**src/rtl/reg_bank_pkg.sv**
```systemverilog
// Shared constants for the test-program processor, its register window and benches.
package reg_bank_pkg;
  localparam int unsigned REGMEM_START = 'h00000;
  localparam int unsigned REGMEM_SIZE  = 'h10000;
  localparam int unsigned REGMEM_END   = REGMEM_START + REGMEM_SIZE;  // exclusive
  localparam int          REG_W        = 16;

  typedef enum logic [3:0] {
    OP_NOP   = 4'h0,
    OP_WRITE = 4'h1,
    OP_WAIT  = 4'h2,
    OP_DELAY = 4'h3,
    OP_JUMP  = 4'h4,
    OP_HALT  = 4'hF
  } opcode_e;
endpackage

```
**src/rtl/reg_bank_sync.sv**
```systemverilog
// Parameterised-width two-flop synchronizer for asynchronous DUT signals.
module sync2 #(
  parameter int W = 16
) (
  input  logic         clk,
  input  logic         rst_n,
  input  logic [W-1:0] d,
  output logic [W-1:0] q
);
  logic [W-1:0] meta;

  always_ff @(posedge clk or negedge rst_n) begin
    if (!rst_n) begin
      meta <= '0;
      q    <= '0;
    end else begin
      meta <= d;
      q    <= meta;
    end
  end
endmodule

```
**src/rtl/reg_bank.sv**
```systemverilog
// Wishbone classic slave for the REGMEM test window: writable DUT drive
// registers plus synchronized read-only DUT sample registers.
module reg_bank
  import reg_bank_pkg::*;
#(
  parameter int          ADDRESS_WIDTH = 24,
  parameter int unsigned BASE          = REGMEM_START,
  parameter int unsigned WINDOW        = REGMEM_SIZE,
  parameter int          NUM_OUT       = 8,
  parameter int          NUM_IN        = 8,
  parameter logic [15:0] OUT_RESET     = 16'h0000
) (
  input  logic                     clk,
  input  logic                     rst,
  input  logic [ADDRESS_WIDTH-1:0] wbAdrI,
  input  logic [15:0]              wbDatI,
  output logic [15:0]              wbDatO,
  input  logic                     wbCycI,
  input  logic                     wbStbI,
  input  logic                     wbWeI,
  output logic                     wbAckO,
  output logic [16*NUM_OUT-1:0]    dutOut,
  output logic [NUM_OUT-1:0]       dutOutStb,
  input  logic [16*NUM_IN-1:0]     dutIn
);
  // One extra bit so BASE+WINDOW at the top of the address space cannot wrap.
  localparam logic [ADDRESS_WIDTH:0] LO = (ADDRESS_WIDTH+1)'(BASE);
  localparam logic [ADDRESS_WIDTH:0] HI = (ADDRESS_WIDTH+1)'(BASE + WINDOW);

  logic [ADDRESS_WIDTH:0]     adrExt;
  logic                       hit, accept;
  logic [15:0]                offset, rdData;
  logic [NUM_OUT-1:0][15:0]   outReg;
  logic [NUM_IN-1:0][15:0]    inSync;
  logic [NUM_OUT-1:0]         wrSel;

  assign adrExt = {1'b0, wbAdrI};
  assign hit    = wbCycI & wbStbI & (adrExt >= LO) & (adrExt < HI);
  // Blocking on the registered ack makes a held strobe alternate request/ack.
  assign accept = hit & ~wbAckO;
  assign offset = 16'(wbAdrI) - 16'(BASE);
  assign dutOut = outReg;

  sync2 #(.W(16*NUM_IN)) uSync (
    .clk  (clk),
    .rst_n(rst),
    .d    (dutIn),
    .q    (inSync)
  );

  always_comb begin
    wrSel = '0;
    for (int k = 0; k < NUM_OUT; k++)
      wrSel[k] = accept & wbWeI & (offset == 16'(k));
  end

  always_comb begin
    rdData = '0;
    for (int k = 0; k < NUM_OUT; k++)
      if (offset == 16'(k)) rdData = outReg[k];
    for (int j = 0; j < NUM_IN; j++)
      if (offset == 16'(NUM_OUT + j)) rdData = inSync[j];
  end

  always_ff @(posedge clk or negedge rst) begin
    if (!rst) begin
      outReg    <= {NUM_OUT{OUT_RESET}};
      dutOutStb <= '0;
    end else begin
      dutOutStb <= wrSel;
      for (int k = 0; k < NUM_OUT; k++)
        if (wrSel[k]) outReg[k] <= wbDatI;
    end
  end

  // Writes to inputs or unmapped offsets are still acked so the master never stalls.
  always_ff @(posedge clk or negedge rst) begin
    if (!rst) begin
      wbAckO <= 1'b0;
      wbDatO <= '0;
    end else begin
      wbAckO <= accept;
      if (accept && !wbWeI) wbDatO <= rdData;
    end
  end
endmodule

```
**config.mk**
```make
export PLATFORM = sky130hd
export DESIGN_NAME = reg_bank
export DESIGN_NICKNAME = d
export VERILOG_FILES = /design/src/rtl/reg_bank_pkg.sv /design/src/rtl/reg_bank_sync.sv /design/src/rtl/reg_bank.sv
export SDC_FILE = /design/constraint.sdc
export NUM_CORES = 1
export LEC_CHECK = 0
export ABC_AREA = 1
export BUFFER_PORTS_ARGS = -buffer_cell sky130_fd_sc_hd__buf_2
export CAP_MARGIN = 10
export CORE_ASPECT_RATIO = 1.2
export CORE_MARGIN = 2
export CORE_UTILIZATION = 48
export CTS_BUF_LIST = sky130_fd_sc_hd__clkbuf_16
export CTS_CLUSTER_SIZE = 14
export DETAILED_ROUTE_END_ITERATION = 16
export PLACE_DENSITY = 0.71
export SLEW_MARGIN = 20
export SYNTH_ARGS = -nofsm -noshare
export SYNTH_HDL_FRONTEND = slang
export SYNTH_HIERARCHICAL = 1
export SYNTH_SLANG_ARGS = --single-unit
```
**constraint.sdc**
```tcl
create_clock -name clk -period 1.8 [get_ports clk]
set_clock_uncertainty 0.2 [all_clocks]
set_input_delay 0.09 -clock clk [delete_from_list [all_inputs] [get_ports clk]]
set_output_delay 0.09 -clock clk [all_outputs]
set_load 0.02 [all_outputs]
```
After elaboration in Yosys (flattened, before gate mapping)
Cells that the tools add are included.

$lt $le $gt $ge: 2. Equal/unequal tests: 15. Muxes and demuxes: 16. Bitwise logic cells: 14. Reductions and logical operators: 3.

Operators with widths (number): 16-bit 2-to-1 mux (16); 16-bit by 4-bit equality test with 1-bit output (second input constant) (8); 16-bit by 3-bit equality test with 1-bit output (second input constant) (4); 16-bit by 2-bit equality test with 1-bit output (second input constant) (2); 24-bit by 1-bit >= comparator with 1-bit output (second input constant) (1); 24-bit by 17-bit < comparator with 1-bit output (second input constant) (1); 16-bit by 1-bit equality test with 1-bit output (second input constant) (1); 16-bit logical NOT (1); 1-bit AND (13); 1-bit logical AND (1); 1-bit logical NOT (1); 1-bit NOT (1).

Register bits: 409. Bits of input ports: 173. Output and inout bits: 153. Logic and storage cells: 63.

Logic depth before layout (Yosys ltp)
Gate-level depths: netlist of run 1.

Depth in word-level cells: 17. Gate-level depth with buffers: 15. Mapped depth without buffers: 14.

Cells and area by module
Netlist of run 1, hierarchy kept.

Modules (own cells, without submodules): reg_bank (instances 1, cells each 1029, area each 7835.0 um^2, seq. area each 3828.7 um^2); sync2 (instances 1, cells each 256, area each 6406.1 um^2, seq. area each 6406.1 um^2).

Worst setup path after synthesis of run 1
No wires, ideal clock.

Path type: register -> register. Start: register wbAckO. End: register outReg (netlist bit dutOut[100]). Setup time: 0.131 ns. Data arrival time: 1.465 ns. Required time: 1.469 ns. Path slack: 0.004 ns. Cell stages (with the launch flop): 9. Buffers on the path: 1. Clock period less this slack: 1.796 ns. Path through: dfrtp_1 nor3_1 nor3b_2 nand2_1 inv_2 nand3_1 clkbuf_1 nand2_1 o21ai_0.

Word-level cells in the longest chain between the ends: 4.

RTL lines: from (decl) (line reg_bank.sv:21) `output logic wbAckO,`; from (signal assigned) (line reg_bank.sv:82) `wbAckO <= accept;`; 1-bit NOT (line reg_bank.sv:40) `assign accept = hit & ~wbAckO;`; 1-bit AND (line reg_bank.sv:40); named net accept (line reg_bank.sv:31) `logic hit, accept;`; 1-bit AND (2 in a row) (line reg_bank.sv:54) `wrSel[k] = accept & wbWeI & (offset == 16'(k));`; to (signal assigned) (line reg_bank.sv:67) `outReg <= {NUM_OUT{OUT_RESET}};`; to (signal, indexed assignment) (line reg_bank.sv:72) `if (wrSel[k]) outReg[k] <= wbDatI;`; to (decl) (line reg_bank.sv:33) `logic [NUM_OUT-1:0][15:0] outReg;`.

The timed path passes the listed nets, and every way through them passes these cells. A chain may end at the register's enable or synchronous reset.

Worst setup path after layout of run 1
Start: register wbAckO. End: register outReg (netlist bit dutOut[6]).

Same word-level chain as after synthesis.

==> results of run 1 <==
## stage by stage
stage	total power [mW]	cell area, µm²	setup TNS, ps	instances	hold slack [ps]
floorplan	9.796	14240	0	1285	-405.6
global route	19.48	22580	-25290	2435	-121.5
detailed placement	10.33	17600	-22020	2096	-147.5
global placement	10.30	17600	-18490	2096	-149.9
finish	18.91	22580	-18830	2436	-143.5
CTS	18.73	21350	-2593	2407	-347.7
## registers in the layout (all words and copies together) (netlist names)
name	count
dutOutStb	8
wbDatO	16
uSync/q	128
uSync/meta	128
dutOut	128
wbAckO	1
## routing by layer
layer  routed length, µm  up-vias  track usage
met3                3872      271      0.05244
li1                    -     5626            -
met4                4262        0       0.1587
met2               27770      836       0.5426
met1               18090     6452       0.3677
met5                   0        -            0
## tightest hold or removal path, cell delays in order
cell and delay [ps]:
buf_2 70, nor2_1 50, nand3_1 130, nor3b_4 70
buf_4 130
## report_power, final
| part | leakage, nW | switching (mW) | total (mW) | internal (mW) |
|---|---|---|---|---|
| Clock | 0.635 | 3.56 | 8.24 | 4.68 |
| Sequential | 5.12 | 0.120 | 9.60 | 9.48 |
| Combinational | 5.47 | 0.508 | 1.07 | 0.559 |
| Total | 11.2 | 4.19 | 18.9 | 14.7 |
## worst min path at each step
stage	from	endpoint	slack, ps	cells after the start
after floorplan	rst	dutOutStb[0]	-410	0
after global placement	rst	uSync/q[79]	-150	1
after detailed placement	rst	uSync/q[79]	-150	1
after CTS	wbAdrI[22]	wbAckO	-350	4
after global routing	wbAdrI[22]	wbAckO	-120	5
final	wbAdrI[22]	wbAckO	-140	5
## area by class of cell
class                      instances  area (µm²)
clock buffer                      41        1026
sequential                       409       10230
multi-input combinational        744        4161
fill                            1716        6859
inverter                          83       329.1
timing repair buffer             741        6121
antenna                            2       5.005
clock inverter                    26       215.2
tap                              390       488.0
## cell families (layout without fill, tap and decap cells)
group,after synthesis,in the layout,share of synthesized area
AO/OA/AOI/OAI,128,128,0.04498
buffers and inverters,132,891,0.03962
flip-flops,409,409,0.7187
other,0,2,0
AND/OR/NAND/NOR,616,616,0.1967
## what timing repair did
| item | 4_1_cts | 5_1_grt |
|---|---|---|
| setup buffers | 0 | 5 |
| gates cloned | 0 | 21 |
| resized for setup | 20 | 289 |
| pin swaps | 4 | 20 |
| endpoints found under the setup margin | 136 | 151 |
| hold endpoints to repair | 683 | 2 |
| hold buffers | 244 | 1 |
## synth_stat cells, drive strengths merged
library cell and number:
nor3b 1, clkbuf 24, nor3 1, inv 83, o21ai 128, or3 1
nor2 126, nand2 337, nand3 75, nor4 9, nand4 66, buf 25
dfrtp 409
==> impl_metrics.csv, run 1 <==
group,metric,value,unit
floorplanning,ios,326,
place,numPortBuffers,325,
route,avgRoutedWirePerCell,22.17,µm
place,gp_congestion,0.8707,
clock_tree,clkTransAtPathRegs,60,ps
setup_path,cp_cell_sequence,"nor3_2, nor3b_4, nand2_4, clkinv_8, nand3_4, clkbuf_16, nand2_2, o21ai_1",
route,num_vias,13185,
floorplanning,die_w,161.2,µm
place,preCtsSetupSlack,-495.6,ps
layout,layout_common_cells,"409 x dfrtp_1, 324 x buf_2, 253 x nand2_1",
logic_synthesis,yosys.area.top_type_share,0.7187,
timing,holdWs,-143.5,ps
place,dpl.hpwl,27280,µm
pwr,power_density,837.4,nW/µm²
logic_synthesis,ys_ff_latch,409,
grt,grt_pass1_vias,12682,
job,maxCapViolations,0,
setup_path,crit_type,"register to register",
clock_tree,cts_root_buf,"clkbuf_16",
setup_path,required,2000,ps
logic_synthesis,ys_seq_area_frac,0.7187,
timing,period_minus_slack,2039,ps
route,drt-pass1-iter-count,6,
run_status,violations,"negative hold slack, negative setup slack",
timing,tightest_slew,806.8,ps
floorplanning,core_area,29440,µm²
grt,grt_pass1_wl,72270,µm
timing,grt_setup_unrepaired,"yes",
clock_tree,clock_sinks,409,
route,drt_iter0_markers,1413,
floorplanning,num_rows,69,
logic_synthesis,synth_area,14240,µm²
layout,final_util,0.7670,
timing,finalSetupViolations,147,
setup_path,cp_data_arrival_time,2230,ps
setup_path,r2r_cells,8,
worst_hold_path,min_path_type,"input port to register",
floorplanning,start_util,0.4837,
timing,slew_headroom,0.4615,
logic_synthesis,synthTopCellsByArea,"dfrtp_1 72%, nand2_1 8.8%, o21ai_0 4.1%",
grt,antenna_found_initial,1,
setup_path,cp_num_buf_inv,2,
timing,timing.final.ws_setup,-239.0,ps
logic_synthesis,yosys.area.top_type,"dfrtp_1",
timing,hold_violations,1,
grt,grt_max_degree,65,
setup_path,cp-startpoint,"wbAckO",
layout,drive_above_1_share,0.3596,
pwr,p_leak,11.23,nW
logic_synthesis,synth_fp_nets,1458,
grt,grtUsageTotal,0.3086,
clock_tree,clk_path_buf_depth,3,
layout,fin_nets,2192,
logic_synthesis,avgSynthCellArea,11.08,µm²
logic_synthesis,yosysWarnings,6,
setup_path,r2r_slack,-240,ps
setup_path,critPathMaxFanout,8,
setup_path,cp-endpoint,"dutOut[6]",
setup_path,crit_family,"simple AND/OR/NAND/NOR gates",
timing,slew_viol_final,0,
setup_path,crit_path_top_delay_cell,"dfrtp_1",
layout,area_delta_synth_final,58.56,%
clock_tree,cts_buffers,40,
clock_tree,htreeDepth,2,
grt,overflow,0,
clock_tree,cts_tree,"yes",
setup_path,cp-end-kind,"register",
floorplanning,die_h,192.7,µm
route,viasPerCell,5.413,
run_status,status,"finished with violations",
pwr,ir_worst_vdd,810.6,µV
setup_path,reg2reg_from,"wbAckO",
floorplanning,die-area,31070,µm²
logic_synthesis,postSynthCellCount,1285,
timing,clock.fmax,0.4904,GHz
setup_path,slowest_delay,420,ps
setup_path,cp_num_cells,8,
route,ant_nets,0,
layout,final_common_cell,"dfrtp_1",
route,drc,0,
route,drt_wl_total,54000,µm
setup_path,r2r_end,"dutOut[6]",
logic_synthesis,yosysUniqueCellTypes,25,
timing,min_period_over_period,1.133,
clock_tree,clk_latency,540,ps
setup_path,crit_path_start_kind,"register",
(Power assumes the default switching activity.)
==> run 2: changes to the inputs <==
--- a/config.mk
+++ b/config.mk
@@ -10,7 +10,7 @@
 export CAP_MARGIN = 10
 export CORE_ASPECT_RATIO = 1.2
 export CORE_MARGIN = 2
-export CORE_UTILIZATION = 48
+export CORE_UTILIZATION = 50
 export CTS_BUF_LIST = sky130_fd_sc_hd__clkbuf_16
 export CTS_CLUSTER_SIZE = 14
 export DETAILED_ROUTE_END_ITERATION = 16
==> constraint.sdc (replaced) <==
create_clock -name clk -period 2.2 [get_ports clk]
set_clock_uncertainty 0.2 [all_clocks]
set_input_delay 0.11 -clock clk [delete_from_list [all_inputs] [get_ports clk]]
set_output_delay 0.11 -clock clk [all_outputs]
set_load 0.02 [all_outputs]
==> run 2 against run 1 <==
The flow now finishes without violations. Wire length down 21%. Total power is 19% lower. Design area decreased by 12%. Via count shrank 13%. Hold slack better by 160 ps. Clock power is 19% lower. Largest cell class unchanged. Critical endpoint is now wbDatO[12]. Largest power group unchanged.
==> impl_metrics.csv, run 2 (synthesized netlist as in run 1, its figures left out) <==
group,metric,value,unit
timing,tightest_slew,741.8,ps
setup_path,required,2420,ps
timing,setup_tns,0,ps
pwr,ir_worst_vdd,718.5,µV
setup_path,cpMostUsedCell,"nand2_1",
place,dpl.hpwl,26570,µm
setup_path,cp_cell_sequence,"dlygate4sd3_1, buf_2, nand2_1, dlygate4sd3_1, or3_1, nor2_2, inv_1, nand2_1, nand2_1",
clock_tree,clock_sinks,409,
setup_path,crit_path_start_kind,"input port",
worst_hold_path,min_path_type,"input port to register",
timing,clock.fmax,0.4856,GHz
layout,final_common_cell,"dfrtp_1",
job,maxCapViolations,0,
place,numPortBuffers,325,
layout,final_util,0.7080,
grt,overflow,0,
setup_path,cp_data_arrival_time,2280,ps
timing,slew_headroom,0.5050,
clock_tree,cts_tree,"yes",
route,ant_nets,0,
pwr,p_total,15.27,mW
route,num_vias,11487,
pwr,p_leak,9.942,nW
timing,slew_viol_final,0,
clock_tree,htreeDepth,2,
place,dp.cells,1997,
clock_tree,cts_root_buf,"clkbuf_16",
clock_tree,clk_path_buf_depth,3,
route,avgRoutedWirePerCell,19.06,µm
floorplanning,die_w,158.1,µm
grt,antenna_found_initial,2,
timing,timing.final.ws_setup,140.6,ps
place,preCtsSetupSlack,-379.2,ps
route,drc,0,
floorplanning,num_rows,67,
setup_path,cp_num_buf_inv,4,
floorplanning,start_util,0.5086,
layout,finalInstanceArea,19820,µm²
route,viasPerCell,5.128,
grt,grt_pass1_vias,11894,
setup_path,crit_type,"input port to register",
setup_path,cp-end-kind,"register",
clock_tree,clk_latency,530,ps
place,place_area,16790,µm²
layout,layout_common_cells,"409 x dfrtp_1, 333 x nand2_1, 324 x buf_2",
timing,hold_violations,0,
setup_path,crit_path_top_delay_cell,"dlygate4sd3_1",
layout,drive_above_1_share,0.2522,
grt,grt_pass1_wl,65760,µm
pwr,power_density,770.2,nW/µm²
timing,min_period_over_period,0.9361,
floorplanning,core_area,28000,µm²
grt,grtUsageTotal,0.2921,
setup_path,critPathMaxFanout,7,
layout,layout.cells.non_filler,2240,
place,gp_congestion,0.8670,
run_status,status,"completed",
clock_tree,cts_buffers,39,
timing,grt_setup_unrepaired,"no",
floorplanning,die_h,188.9,µm
route,drt_iter0_markers,987,
timing,finalSetupViolations,0,
layout,fillers,1992,
route,drt_wl_total,42700,µm
floorplanning,ios,326,
timing,period_minus_slack,2059,ps
clock_tree,clkTransAtPathRegs,70,ps
layout,fin_nets,2006,
route,drt-pass1-iter-count,5,
setup_path,slowest_delay,540,ps
floorplanning,die-area,29850,µm²
layout,area_delta_synth_final,39.20,%
timing,holdWs,12.27,ps
setup_path,crit_family,"buffers and inverters",
grt,grt_max_degree,65,
-- run 2: changes by cell type in the layout (fill, tap and decap cells not counted), sizes merged, moves of 2 or more --
cell / change
buf: -98
clkbuf: -17
dlygate4sd3: -71
inv: +2
clkinvlp: +2
clkinv: -3
-- run 2: final cells by class --
class | instances | area (µm²) | share of cell area
well taps | 379 | 474.2 | 0.02392
clock inverters | 28 | 267.8 | 0.01351
repair buffers | 556 | 4069 | 0.2053
diodes | 1 | 2.502 | 0.0001262
flip-flops and latches | 409 | 10230 | 0.5163
multi-input cells | 744 | 3461 | 0.1746
inverters | 83 | 314.1 | 0.01584
clock buffers | 40 | 1001 | 0.05049
-- run 2: what timing repair did --
action                                 CTS  global route
endpoints found under the hold margin  683             3
resized for setup                        0             4
setup buffers                            0             0
hold buffers                           172             2
setup endpoints to repair                0            93
-- run 2: metal layers --
metal	vias to the layer above	wire (µm)	GRT usage
met2	549	22070	0.5054
met1	5574	15960	0.3645
li1	5252	-	-
met3	110	2685	0.04509
met5	-	13	0
met4	2	1961	0.1265
-- run 2: report_power, final --
group	switching (mW)	internal (mW)	total, mW
clock	2.81	3.89	6.70
combinational	0.362	0.363	0.726
sequential	0.0824	7.76	7.84
total	3.26	12.0	15.3
-- run 2: path summary, 6_finish.rpt --
| path | from | to | slack (ps) | cells past startpoint |
|---|---|---|---|---|
| max in group asynchronous | rst | dutOut[5] | 590 | 4 |
| min reg2reg | uSync/meta[51] | uSync/q[51] | 140 | 0 |
| min | dutIn[0] | uSync/meta[0] | 10 | 2 |
| max | wbStbI | wbDatO[12] | 140 | 9 |
| max reg2reg | wbAckO | dutOut[123] | 170 | 8 |
| min in group asynchronous | rst | uSync/q[75] | 450 | 3 |
